`src/rtl/uart_pkg.sv`:
```
// -----------------------------------------------------------------------------
// uart_pkg
// Definitions shared by the UART receiver and transmitter:
//   - default oversampling divider and stop-bit tick count
//   - receiver FSM state encoding (localparams plus the enum built on them)
// -----------------------------------------------------------------------------
package uart_pkg;

  // 100 MHz / (115200 * 16) ~= 54 clk per oversampling tick.
  localparam int DIV_DEFAULT     = 54;
  // 16 ticks in the stop bit = one stop bit.
  localparam int SB_TICK_DEFAULT = 16;

  localparam logic [2:0] ST_IDLE  = 3'd0;
  localparam logic [2:0] ST_START = 3'd1;
  localparam logic [2:0] ST_DATA  = 3'd2;
  localparam logic [2:0] ST_STOP  = 3'd3;
  localparam logic [2:0] ST_BREAK = 3'd4;

  typedef enum logic [2:0] {
    IDLE  = ST_IDLE,
    START = ST_START,
    DATA  = ST_DATA,
    STOP  = ST_STOP,
    BREAK = ST_BREAK
  } rx_state_t;

endpackage

```
`src/rtl/uart_baud_gen.sv`:
```
// -----------------------------------------------------------------------------
// uart_baud_gen
// Free-running oversampling tick generator. Counts 0..DIV-1 and raises tick
// for the single cycle in which the count equals DIV-1.
// Ports:
//   clk  in  clock
//   rst  in  synchronous active-high reset (count returns to 0)
//   tick out one-cycle pulse every DIV clk cycles
// -----------------------------------------------------------------------------
module uart_baud_gen
  import uart_pkg::*;
#(
  parameter int DIV = DIV_DEFAULT  // must be >= 2
) (
  input  logic clk,
  input  logic rst,
  output logic tick
);

  localparam int CW = $clog2(DIV);

  logic [CW-1:0] cnt;

  // NOTE: clocked state is always assigned with <= so every register samples
  // the pre-edge values of its inputs, independent of process ordering.
  always_ff @(posedge clk) begin
    if (rst) begin
      cnt <= '0;
    end else if (cnt == CW'(DIV - 1)) begin
      cnt <= '0;
    end else begin
      cnt <= cnt + CW'(1);
    end
  end

  assign tick = (cnt == CW'(DIV - 1));

endmodule

```
`src/rtl/uart_rx_core.sv`:
```
// -----------------------------------------------------------------------------
// uart_rx_core
// Oversampling 8N1 UART receiver. The asynchronous line is brought in through a
// 2-FF synchroniser, a start bit is confirmed at its middle, data bits are
// sampled at mid-bit (LSB first) and the stop bit is checked before the byte is
// published.
// Ports:
//   clk          in  clock
//   rst          in  synchronous active-high reset
//   rx           in  asynchronous serial line, idle high
//   rx_done_tick out one-cycle pulse, dout holds a newly received byte
//   dout         out last correctly framed byte, held until the next one
//   frame_err    out one-cycle pulse, stop bit was sampled low
//   busy         out receiver FSM is not idle
// -----------------------------------------------------------------------------
module uart_rx_core
  import uart_pkg::*;
#(
  parameter int DBIT    = 8,
  parameter int SB_TICK = SB_TICK_DEFAULT,
  parameter int DIV     = DIV_DEFAULT
) (
  input  logic            clk,
  input  logic            rst,
  input  logic            rx,
  output logic            rx_done_tick,
  output logic [DBIT-1:0] dout,
  output logic            frame_err,
  output logic            busy
);

  localparam int NW = (DBIT > 1) ? $clog2(DBIT) : 1;

  logic            s_tick;
  logic [1:0]      sync_q;
  logic            rx_s;

  rx_state_t       state_q, state_d;
  logic [3:0]      s_cnt_q, s_cnt_d;
  logic [NW-1:0]   n_cnt_q, n_cnt_d;
  logic [DBIT-1:0] b_q, b_d;
  logic [DBIT-1:0] dout_d;
  logic            done_d, err_d;

  uart_baud_gen #(.DIV(DIV)) u_baud (
    .clk  (clk),
    .rst  (rst),
    .tick (s_tick)
  );

  // Synchroniser resets to the idle (high) level so reset never looks like a
  // start bit.
  always_ff @(posedge clk) begin
    if (rst) begin
      sync_q <= 2'b11;
    end else begin
      sync_q <= {sync_q[0], rx};
    end
  end

  assign rx_s = sync_q[1];

  always_ff @(posedge clk) begin
    if (rst) begin
      state_q      <= IDLE;
      s_cnt_q      <= '0;
      n_cnt_q      <= '0;
      b_q          <= '0;
      dout         <= '0;
      rx_done_tick <= 1'b0;
      frame_err    <= 1'b0;
    end else begin
      state_q      <= state_d;
      s_cnt_q      <= s_cnt_d;
      n_cnt_q      <= n_cnt_d;
      b_q          <= b_d;
      dout         <= dout_d;
      rx_done_tick <= done_d;
      frame_err    <= err_d;
    end
  end

  always_comb begin
    // NOTE: every signal written here gets a default first, so no path can
    // leave one unassigned and infer a latch.
    state_d = state_q;
    s_cnt_d = s_cnt_q;
    n_cnt_d = n_cnt_q;
    b_d     = b_q;
    dout_d  = dout;
    done_d  = 1'b0;
    err_d   = 1'b0;

    case (state_q)
      IDLE: begin
        // Start detection is not gated by s_tick, so it is 1 clk after rx_s.
        if (!rx_s) begin
          state_d = START;
          s_cnt_d = '0;
        end
      end

      START: begin
        if (s_tick) begin
          if (s_cnt_q == 4'd7) begin
            if (!rx_s) begin
              state_d = DATA;
              s_cnt_d = '0;
              n_cnt_d = '0;
            end else begin
              state_d = IDLE;  // line went high before mid start bit: glitch
            end
          end else begin
            s_cnt_d = s_cnt_q + 4'd1;
          end
        end
      end

      DATA: begin
        if (s_tick) begin
          if (s_cnt_q == 4'd15) begin
            s_cnt_d = '0;
            b_d     = {rx_s, b_q[DBIT-1:1]};  // LSB arrives first
            if (n_cnt_q == NW'(DBIT - 1)) begin
              state_d = STOP;
            end else begin
              n_cnt_d = n_cnt_q + NW'(1);
            end
          end else begin
            s_cnt_d = s_cnt_q + 4'd1;
          end
        end
      end

      STOP: begin
        if (s_tick) begin
          if (s_cnt_q == 4'(SB_TICK - 1)) begin
            if (rx_s) begin
              dout_d  = b_q;
              done_d  = 1'b1;
              state_d = IDLE;
            end else begin
              err_d   = 1'b1;
              state_d = BREAK;
            end
          end else begin
            s_cnt_d = s_cnt_q + 4'd1;
          end
        end
      end

      BREAK: begin
        // A line held low must return high before a new start is accepted.
        if (rx_s) begin
          state_d = IDLE;
        end
      end

      default: state_d = IDLE;
    endcase
  end

  assign busy = (state_q != IDLE);

endmodule

```
`config.mk`:
```
export PLATFORM = sky130hd
export DESIGN_NAME = uart_rx_core
export DESIGN_NICKNAME = d
export VERILOG_FILES = /design/src/rtl/uart_pkg.sv /design/src/rtl/uart_baud_gen.sv /design/src/rtl/uart_rx_core.sv
export SDC_FILE = /design/constraint.sdc
export NUM_CORES = 1
export LEC_CHECK = 0
export ABC_AREA = 1
export CAP_MARGIN = 20
export CORE_ASPECT_RATIO = 1.1
export CORE_MARGIN = 5
export CORE_UTILIZATION = 40
export DETAILED_ROUTE_END_ITERATION = 12
export SLEW_MARGIN = 40
export SYNTH_ARGS = -nofsm -noshare
export SYNTH_HDL_FRONTEND = slang
export SYNTH_SLANG_ARGS = --single-unit
```
`constraint.sdc`:
```
create_clock -name clk -period 2.9 [get_ports clk]
set_input_delay 0.58 -clock clk [delete_from_list [all_inputs] [get_ports clk]]
set_output_delay 0.58 -clock clk [all_outputs]
set_load 0.05 [all_outputs]
```
==> results.cfg <==
[timing]
setup_tns_final_ns = 0
maxSlewViolCount = 0
rsz0062_at_grt = no
clock-skew-final_ns = 0.00634
max-slew-margin-rel_pct = 66.2
setup-violations-final = 0
timing.hold.ws_ns = 0.407
layout_worst_path_cycle_share_pct = 82.5
final.min_clock_period_ns = 2.39
hold_viol_final = 0
worst_slew_pin_tran_ns = 0.505
fmax_ghz = 0.418

[clocking]
tritoncts_num_sinks = 36
clkLatencyLatePin_ns = 0.29
tritoncts = yes
postCtsHoldBufs = 0
cts.path.max_buffers = 2
postCtsResizedCells = 0
cts.reportedPaths.clkPinSlew_ns = 0.08
cts.htree.levels = 2
number_of_buffers_inserted_during_clock_tree_synthesis = 5
root_buffer = sky130_fd_sc_hd__clkbuf_8
cts_setup_buffers = 0

[global_routing]
grt_usage_pct = 13.6
grt_pass1_vias = 1387
maximum_number_of_pins_on_one_net_before_global_route_repair = 17
antenna_found_initial = 0
grt.overflow.total = 0
first_pass_grt_wire_length_mm = 6.24

[finish]
syn_to_final_growth_pct = 15.2
num_antenna_cells = 0
final_core_utilization_pct = 47.5
nets = 279
final_design_area_no_fill_sq_mm = 0.00205
post_route_cells_drive_above_1_share_pct = 9.19

[synthesis]
synth_flop_cell = sky130_fd_sc_hd__dfxtp_1
synth_top_area_share_pct = 40.5
synth_cell_type_count = 25
yosysWarnings = 0
syn-instance-count = 258
number_of_enable_type_register_cells_in_the_synthesized_netlist = 0
synth_area_per_cell_sq_um = 6.90
synthesis.nets = 266
synth.yosys.seq_area_share_pct = 40.5
synth_top_cells_by_area = sky130_fd_sc_hd__dfxtp_1 40%, sky130_fd_sc_hd__nand2_1 11%, sky130_fd_sc_hd__nor2_1 9.3%
synth.largest_area_cell = sky130_fd_sc_hd__dfxtp_1
ys_top_cells_by_count = 53 x sky130_fd_sc_hd__nand2_1, 44 x sky130_fd_sc_hd__nor2_1, 36 x sky130_fd_sc_hd__dfxtp_1
post_synth_instance_area_sq_mm = 0.00178
async_set_reset_flop_share_out_of_synthesis_pct = 0
yosysMostFrequentCell = sky130_fd_sc_hd__nand2_1
synth_seq_cells = 36

[place]
detailed_place.area_sq_mm = 0.00194
place.gp.congestion = 0.817
dp.final_hpwl_mm = 2.66
port_buffers = 13

[worst_setup_path]
crit_fanout = 8
cp.required_ns = 2.32
critPathArrivalTime_ns = 1.81
critical_path.reg2reg.startpoint = s_cnt_q[1]
type_of_the_worst_setup_path = reg -> out
critPathCaptureType = output port
critical_path.startpoint = state_q[0]
worstSetupStartpointType = flip-flop

[floorplan]
design.core.area_sq_mm = 0.00432
floorplan.die.height_um = 80.0
floorplan.die.width_um = 73.6
ios = 14
fp-row-count = 25
die_area_sq_mm = 0.00589
initial_core_util_pct = 41.2

[detailed_routing]
remaining_drc_errors = 0
drt_iter0_markers = 70
detail_route.wirelength_mm = 3.69
dr_wl_cell_um = 11.3
vias_per_cell = 4.82
initial_drt_pass_iterations = 4
final_antenna_net_count = 0
total_vias_in_the_final_route = 1571

[run]
cap_viol_max_count = 0

[min_path]
hold_path_startpoint = sync_q[0]
hold_path.class = reg -> reg

[run_status]
outcome = complete, no violations

[power]
peakVddDrop_mv = 0.346
totalPowerFinal_mw = 1.64
leakage_nw = 0.917
cellPowerDensity_mw_per_mm2 = 799
## critical path, stage by stage (launching register included)
cell	delay, ns
sky130_fd_sc_hd__dfxtp_1	0.50
sky130_fd_sc_hd__nor2_1	0.15
sky130_fd_sc_hd__nand2_1	0.08
sky130_fd_sc_hd__clkdlybuf4s50_1	0.79
## cells by family (layout without fill, tap and decap cells)
kind of cell | after synthesis | in the layout | synth area share, %
compound gates | 38 | 38 | 10.7
simple gates | 140 | 140 | 35.9
xor+xnor | 2 | 2 | 0.984
buf+inv | 37 | 51 | 8.43
flops | 36 | 36 | 40.5
fa+ha+maj | 5 | 5 | 3.51
## placed cells by master (no fill, tap or decap), types with 4 or more instances in the layout
cell,count
sky130_fd_sc_hd__nand4_1,4
sky130_fd_sc_hd__dfxtp_1,36
sky130_fd_sc_hd__clkbuf_8,5
sky130_fd_sc_hd__o21ai_0,17
sky130_fd_sc_hd__inv_1,25
sky130_fd_sc_hd__nor2_2,5
sky130_fd_sc_hd__a21oi_1,18
sky130_fd_sc_hd__nand2_1,53
sky130_fd_sc_hd__nor2_1,44
sky130_fd_sc_hd__clkdlybuf4s50_1,13
sky130_fd_sc_hd__inv_2,4
sky130_fd_sc_hd__nand3_1,19
sky130_fd_sc_hd__ha_1,5
## cell type report
class                   instances  area (sq um)
fillers                       441          2260
multi-input cells             185           910
flip-flops and latches         36           721
repair buffers                 14           138
inverters                      29           109
clock buffers                   6          72.6
well taps                      54          67.6
clock inverters                 2          35.0
## final timing paths
kind / cells past startpoint / endpoint / slack (ns)
worst min-delay path: 1 / sync_q[1] / 0.41
worst max-delay path: 3 / busy / 0.51
worst min register to register: 1 / sync_q[1] / 0.41
worst max register to register: 8 / dout[2] / 1.04
## metrics by stage
stage               setup WS [ns]  cells
global route                0.414    326
finish                      0.508    326
floorplan                    1.39    258
CTS                         0.499    326
detailed placement          0.825    318
global placement            0.860    318
## registers in the layout, indices dropped and copies added (netlist names)
name,flops
b_q,8
dout,8
u_baud.cnt,6
s_cnt_q,4
n_cnt_q,3
state_q,3
sync_q,2
frame_err,1
rx_done_tick,1
## report_power, final
part           leakage [nW]  internal, mW  switching [mW]
clock network        0.0552         0.255           0.185
registers             0.292         0.536          0.0606
logic                 0.570         0.195           0.407
## metal layers
layer,vias up,global-route usage (%),wire (um)
li1,855,-,-
met1,672,18.3,1840
met2,39,19.6,1590
met3,5,4.28,203
met4,0,6.52,58
met5,-,0,0
(Power assumes the default switching activity.)
